[src/rtl/mvm_job_sequencer.sv]
// Job controller for the 8x8 matrix-vector datapath: fetches a matrix and a vector
// from 64-bit memory, streams them into the datapath FIFOs and captures the results.
module mvm_job_sequencer #(
    parameter int ADDR_WIDTH    = 32,
    parameter int SETTLE_CYCLES = 2
) (
    input  logic                  clk,
    input  logic                  rst_n,
    input  logic                  start,
    input  logic [ADDR_WIDTH-1:0] base_addr,
    output logic                  busy,
    output logic                  result_valid,
    output logic [23:0]           result [8],
    output logic [ADDR_WIDTH-1:0] mem_address,
    output logic                  mem_read,
    input  logic                  mem_waitrequest,
    input  logic [63:0]           mem_readdata,
    input  logic                  mem_readdatavalid,
    output logic                  mvm_clr,
    output logic                  mvm_a_wren,
    output logic [7:0]            mvm_a_data [8],
    output logic                  mvm_b_wren,
    output logic [7:0]            mvm_b_data,
    input  logic                  mvm_done,
    input  logic [23:0]           mvm_out [8]
);
    typedef enum logic [3:0] {
        IDLE, CLEAR, FETCH, WAIT_DATA, WRITE_A, WRITE_B, WAIT_START, WAIT_DONE, SETTLE
    } state_t;

    localparam logic [3:0] SETTLE_LAST = 4'(SETTLE_CYCLES - 1);

    state_t                state;
    logic [ADDR_WIDTH-1:0] base_q;
    logic [3:0]            word_cnt;
    logic [2:0]            col;
    logic [3:0]            settle_cnt;
    logic [63:0]           word_buf [9];

    always_ff @(posedge clk) begin
        if (!rst_n) begin
            state        <= IDLE;
            base_q       <= '0;
            word_cnt     <= '0;
            col          <= '0;
            settle_cnt   <= '0;
            busy         <= 1'b0;
            result_valid <= 1'b0;
            mem_address  <= '0;
            mem_read     <= 1'b0;
            mvm_clr      <= 1'b0;
            mvm_a_wren   <= 1'b0;
            mvm_b_wren   <= 1'b0;
            mvm_b_data   <= '0;
            for (int r = 0; r < 8; r++) begin
                result[r]     <= '0;
                mvm_a_data[r] <= '0;
            end
        end else begin
            case (state)
                IDLE: begin
                    if (start) begin
                        base_q       <= base_addr;
                        word_cnt     <= '0;
                        result_valid <= 1'b0;
                        busy         <= 1'b1;
                        mvm_clr      <= 1'b1;
                        state        <= CLEAR;
                    end
                end
                CLEAR: begin
                    mvm_clr     <= 1'b0;
                    mem_read    <= 1'b1;
                    mem_address <= base_q;
                    state       <= FETCH;
                end
                FETCH: begin
                    if (!mem_waitrequest) begin
                        mem_read <= 1'b0;
                        state    <= WAIT_DATA;
                    end
                end
                WAIT_DATA: begin
                    if (mem_readdatavalid) begin
                        word_buf[word_cnt] <= mem_readdata;
                        // Rows 0..7 are already buffered when the vector word lands,
                        // so column 0 can be presented on the same edge.
                        if (word_cnt == 4'd8) begin
                            col        <= '0;
                            mvm_a_wren <= 1'b1;
                            for (int r = 0; r < 8; r++) mvm_a_data[r] <= word_buf[r][7:0];
                            state      <= WRITE_A;
                        end else begin
                            word_cnt    <= word_cnt + 4'd1;
                            mem_read    <= 1'b1;
                            mem_address <= base_q + ADDR_WIDTH'(word_cnt + 4'd1);
                            state       <= FETCH;
                        end
                    end
                end
                WRITE_A: begin
                    if (col == 3'd7) begin
                        col        <= '0;
                        mvm_a_wren <= 1'b0;
                        mvm_b_wren <= 1'b1;
                        mvm_b_data <= word_buf[8][7:0];
                        state      <= WRITE_B;
                    end else begin
                        col <= col + 3'd1;
                        for (int r = 0; r < 8; r++)
                            mvm_a_data[r] <= word_buf[r][{col + 3'd1, 3'b000} +: 8];
                    end
                end
                WRITE_B: begin
                    if (col == 3'd7) begin
                        col        <= '0;
                        mvm_b_wren <= 1'b0;
                        state      <= WAIT_START;
                    end else begin
                        col        <= col + 3'd1;
                        mvm_b_data <= word_buf[8][{col + 3'd1, 3'b000} +: 8];
                    end
                end
                // A done level still high from the previous job must drop first.
                WAIT_START: begin
                    if (!mvm_done) state <= WAIT_DONE;
                end
                WAIT_DONE: begin
                    if (mvm_done) begin
                        settle_cnt <= '0;
                        state      <= SETTLE;
                    end
                end
                SETTLE: begin
                    if (settle_cnt == SETTLE_LAST) begin
                        for (int r = 0; r < 8; r++) result[r] <= mvm_out[r];
                        result_valid <= 1'b1;
                        busy         <= 1'b0;
                        state        <= IDLE;
                    end else begin
                        settle_cnt <= settle_cnt + 4'd1;
                    end
                end
                default: state <= IDLE;
            endcase
        end
    end
endmodule

[config.mk]
export PLATFORM = sky130hd
export DESIGN_NAME = mvm_job_sequencer
export DESIGN_NICKNAME = d
export VERILOG_FILES = /design/src/rtl/mvm_job_sequencer.sv
export SDC_FILE = /design/constraint.sdc
export NUM_CORES = 1
export LEC_CHECK = 0
export CAP_MARGIN = 20
export CORE_UTILIZATION = 30
export CTS_CLUSTER_SIZE = 28
export DETAILED_ROUTE_END_ITERATION = 6
export PLACE_DENSITY = 0.46
export SYNTH_ARGS = -nofsm -noshare
export SYNTH_HDL_FRONTEND = slang
export SYNTH_SLANG_ARGS = --single-unit
[constraint.sdc]
create_clock -name clk -period 8.8 [get_ports clk]
set_clock_uncertainty 0.15 [all_clocks]
set_input_delay 1.76 -clock clk [delete_from_list [all_inputs] [get_ports clk]]
set_output_delay 1.76 -clock clk [all_outputs]
set_load 0.01 [all_outputs]
==> summary.txt <==
Cells and area
  – Most frequent cells in the layout: 595 x clkdlybuf4s50_1, 576 x edfxtp_1, 558 x nand2_1
  – Layout overhead on the synthesized area: 31.4%
  – Fin util: 40.0%
  – Area of the multi-input gates: 9990 µm²
  – Share of layout cells above drive strength 1: 11.1%
  – Post-route cell area: roughly 46000 µm²
  – Fillers: 10700
  – Layout Nets: 3374
  – Storage cell area: between 20000 and 25000 µm²
  – Most common cell after layout, fill and taps aside: clkdlybuf4s50_1

Placement
  – RePlAce Congestion: 0.841
  – DP Area: 42400 µm²
  – PortBufs: a little under 600
  – Hpwl dp: 73200 µm

Global route
  – Grt met1 use: 22.7%
  – Met2 Usage GRT: between 30% and 40%
  – Total GRT Usage: 18.2%
  – Met3 usage: 4.78%
  – First-pass GRT wire length: 156000 µm
  – Vias in the first global route: 22700
  – Initial antenna violation count: 37
  – GRT Max-Usage Layer: met2
  – Grt ovf: 0
  – Largest net degree at the start of global routing: roughly 200

Clock network
  – Root Buffer: clkbuf_16
  – Post-CTS Setup Bufs: 0
  – Worst skew pair latency: 0.68 ns
  – Clock Sinks: 925
  – Post-CTS Resized: 0
  – Num CTS Buffers: 104
  – CTS tree: yes
  – CTS Buffer Depth: 3
  – Clock-pin slew on the worst setup and hold paths: 0.06 ns
  – CTS Hold Bufs: 0
  – CTS HTree Levels: 3

Worst setup path
  – Bufs and invs on worst path: 2
  – Critical R2R Launch: col[0]
  – Crit end category: flop
  – Critical Path AT: 4.33 ns
  – Worst-path maximum fanout: 64
  – Type of the worst setup path: primary input to flop
  – Critical path's slowest cell: and2_4
  – CP startpoint: rst_n
  – Setup crit start kind: primary input
  – Largest stage delay, worst path: roughly 0.84 ns
  – Crit path required time: 8.94 ns
  – Cell family with most CP delay: simple AND/OR/NAND/NOR gates
  – Worst path cell trace: clkdlybuf4s50_1, buf_4, nand3_1, nor3b_1, and2_4

Die
  – Die area: between 100000 and 150000 µm²
  – Initial Util: between 30% and 40%
  – I/O pin count: 596
  – Die X: about 340 µm
  – Total core area: 115000 µm²
  – Die Ht: 343 µm
  – Std-Cell Rows: about 120

Timing
  – Slew @ Worst Pin: 1.10 ns
  – Final Hold Viols: 0
  – Fin. max-slew vios: 0
  – Post-layout min period: 4.20 ns
  – FMAX: 238 MHz
  – Final setup vio count: 0
  – Max-slew headroom: a little over a quarter
  – Unrepaired setup endpoints after global routing: false
  – Final worst path period share: approximately 48%
  – Fin Setup TNS: 0 ns

Power and ir drop
  – P_sw: 2.08 mW
  – Leak Pwr: 14.2 nW
  – Combinational power share: 4.7%
  – Clock power frac: 46.4%
  – Sw Share: a little over a fifth
  – Max VDD drop: 0.144 mV
  – Power per cell area: 209 nW/µm²
  – Power share of the sequential group: around 49%
  – Int Pwr: 7.52 mW

Synth
  – Mapped Cells: 2513
  – Post-synth EDFFs: 576
  – Syn_nets: 2820
  – Post-synth ARST share: 0%
  – Seq cells post-synth: 925
  – Yosys warns: 0
  – Yosys cell types: 60
  – Avg Cell Area, Syn: roughly 14 µm²
  – Synthesized area: 35000 µm²
  – Ys flop type: edfxtp_1
  – Seq/Total Area, Yosys: 69.5%

Detailed routing
  – Via count: 22400
  – DRT antenna net count: 0
  – WL/cell: 23.6 µm
  – DRC: 0
  – Starting DRT DRC Count: 1451
  – Via density per instance: around 4.8
  – Drt first pass iters: 5
  – Routed wire length: 110000 µm

Flow run
  – Max cap viols: 0

Run status
  – Status: complete, no violations

Min path
  – Min-Delay Startpoint: result[74]
  – Hold Crit Class: flop to flop
## worst paths after layout
check	endpoint	depth (start not counted)	slack (ns)
setup / recovery	word_buf[7][9]	5	4.60
hold reg to reg	result[74]	2	0.30
hold / removal	result[74]	2	0.30
setup reg to reg	mvm_a_data[62]	8	5.21
## per-layer routing
metal / vias to the layer above / share of wire (%) / routed length, µm
met5: - / 0.12 / 133
met4: 22 / 2.9 / 3160
met3: 167 / 7.3 / 8090
met2: 702 / 49 / 54100
met1: 11100 / 41 / 44800
li1: 10400 / - / -
## power groups by stage
stage | Sequential, mW | Clock (mW) | Combinational, mW
floorplan | 4.78 | 0 | 0.142
global placement | 4.79 | 0 | 0.448
detailed placement | 4.79 | 0 | 0.451
CTS | 4.70 | 4.57 | 0.455
global route | 4.70 | 4.75 | 0.483
finish | 4.70 | 4.45 | 0.448
## cells in the mapped netlist, types with 2 or more instances
| cell | number | share of area [%] |
|---|---|---|
| buf_2 | 64 | 0.92 |
| ha_1 | 12 | 0.43 |
| dfxtp_1 | 349 | 20 |
| edfxtp_1 | 576 | 49 |
| a211oi_1 | 6 | 0.13 |
| a31oi_1 | 14 | 0.25 |
| and3b_1 | 2 | 0.050 |
| and4_1 | 3 | 0.075 |
| a21oi_1 | 251 | 3.6 |
| a32o_1 | 8 | 0.23 |
| nor4b_1 | 2 | 0.050 |
| nor3_1 | 8 | 0.11 |
| nand3_1 | 18 | 0.26 |
| buf_4 | 4 | 0.086 |
| or3_1 | 10 | 0.18 |
| inv_1 | 11 | 0.12 |
| nor3b_1 | 3 | 0.064 |
| and3_1 | 4 | 0.072 |
| o2111ai_1 | 2 | 0.050 |
| nand4_1 | 7 | 0.13 |
| buf_1 | 4 | 0.043 |
| xor2_1 | 14 | 0.35 |
| mux4_2 | 144 | 9.3 |
| xnor2_1 | 8 | 0.20 |
| o211ai_1 | 4 | 0.086 |
| nor2b_1 | 3 | 0.054 |
| clkbuf_1 | 94 | 1.0 |
| o21ai_0 | 106 | 1.5 |
| nand2_1 | 558 | 6.0 |
| nor4_1 | 2 | 0.036 |
| nor2_1 | 33 | 0.35 |
| a311oi_1 | 2 | 0.050 |
| nand3b_1 | 3 | 0.064 |
| nand2b_1 | 12 | 0.21 |
| o22ai_1 | 2 | 0.036 |
| and2_1 | 15 | 0.27 |
| o2bb2ai_1 | 64 | 1.6 |
| mux2i_1 | 69 | 2.0 |
## sequential cells by signal (all words and copies together), names as in the netlist, 3 cells and up
register	count
base_q	32
word_buf	576
mem_address	32
result	192
mvm_a_data	64
state	4
col	3
settle_cnt	4
mvm_b_data	8
word_cnt	4
## tightest hold or removal path: stages (launching register included)
cell and delay [ns]:
dfxtp_1 0.30, nand2_1 0.05, a21oi_1 0.05
## cell type report
| class | instances | area share, % |
|---|---|---|
| well taps | 1512 | 4.12 |
| diodes | 14 | 0.0763 |
| multi-input cells | 1409 | 21.8 |
| repair buffers | 615 | 13.3 |
| inverters | 12 | 0.114 |
| flip-flops and latches | 925 | 52.9 |
| clock buffers | 142 | 6.35 |
| clock inverters | 52 | 1.38 |
## cell families after synthesis
| kind of cell | synth area share (%) |
|---|---|
| AOI/OAI and AO/OA | 7.80 |
| xor gates and xnor gates | 0.551 |
| adders and majority gates | 0.487 |
| buffers and inverters | 2.22 |
| DFF | 69.5 |
| muxes | 11.3 |
| and+or+nand+nor | 8.24 |
## per-stage QoR
stage	hold WS, ns	power (mW)	worst slack (ns)	instances
2_1_floorplan	0.295	4.93	3.60	2513
4_1_cts	0.304	9.72	4.59	4667
6_report	0.301	9.59	4.60	4681
5_1_grt	0.321	9.93	4.43	4671
3_3_place_gp	0.292	5.24	3.90	4473
3_5_place_dp	0.296	5.24	3.86	4473
Power figures use the tool's default switching activity.
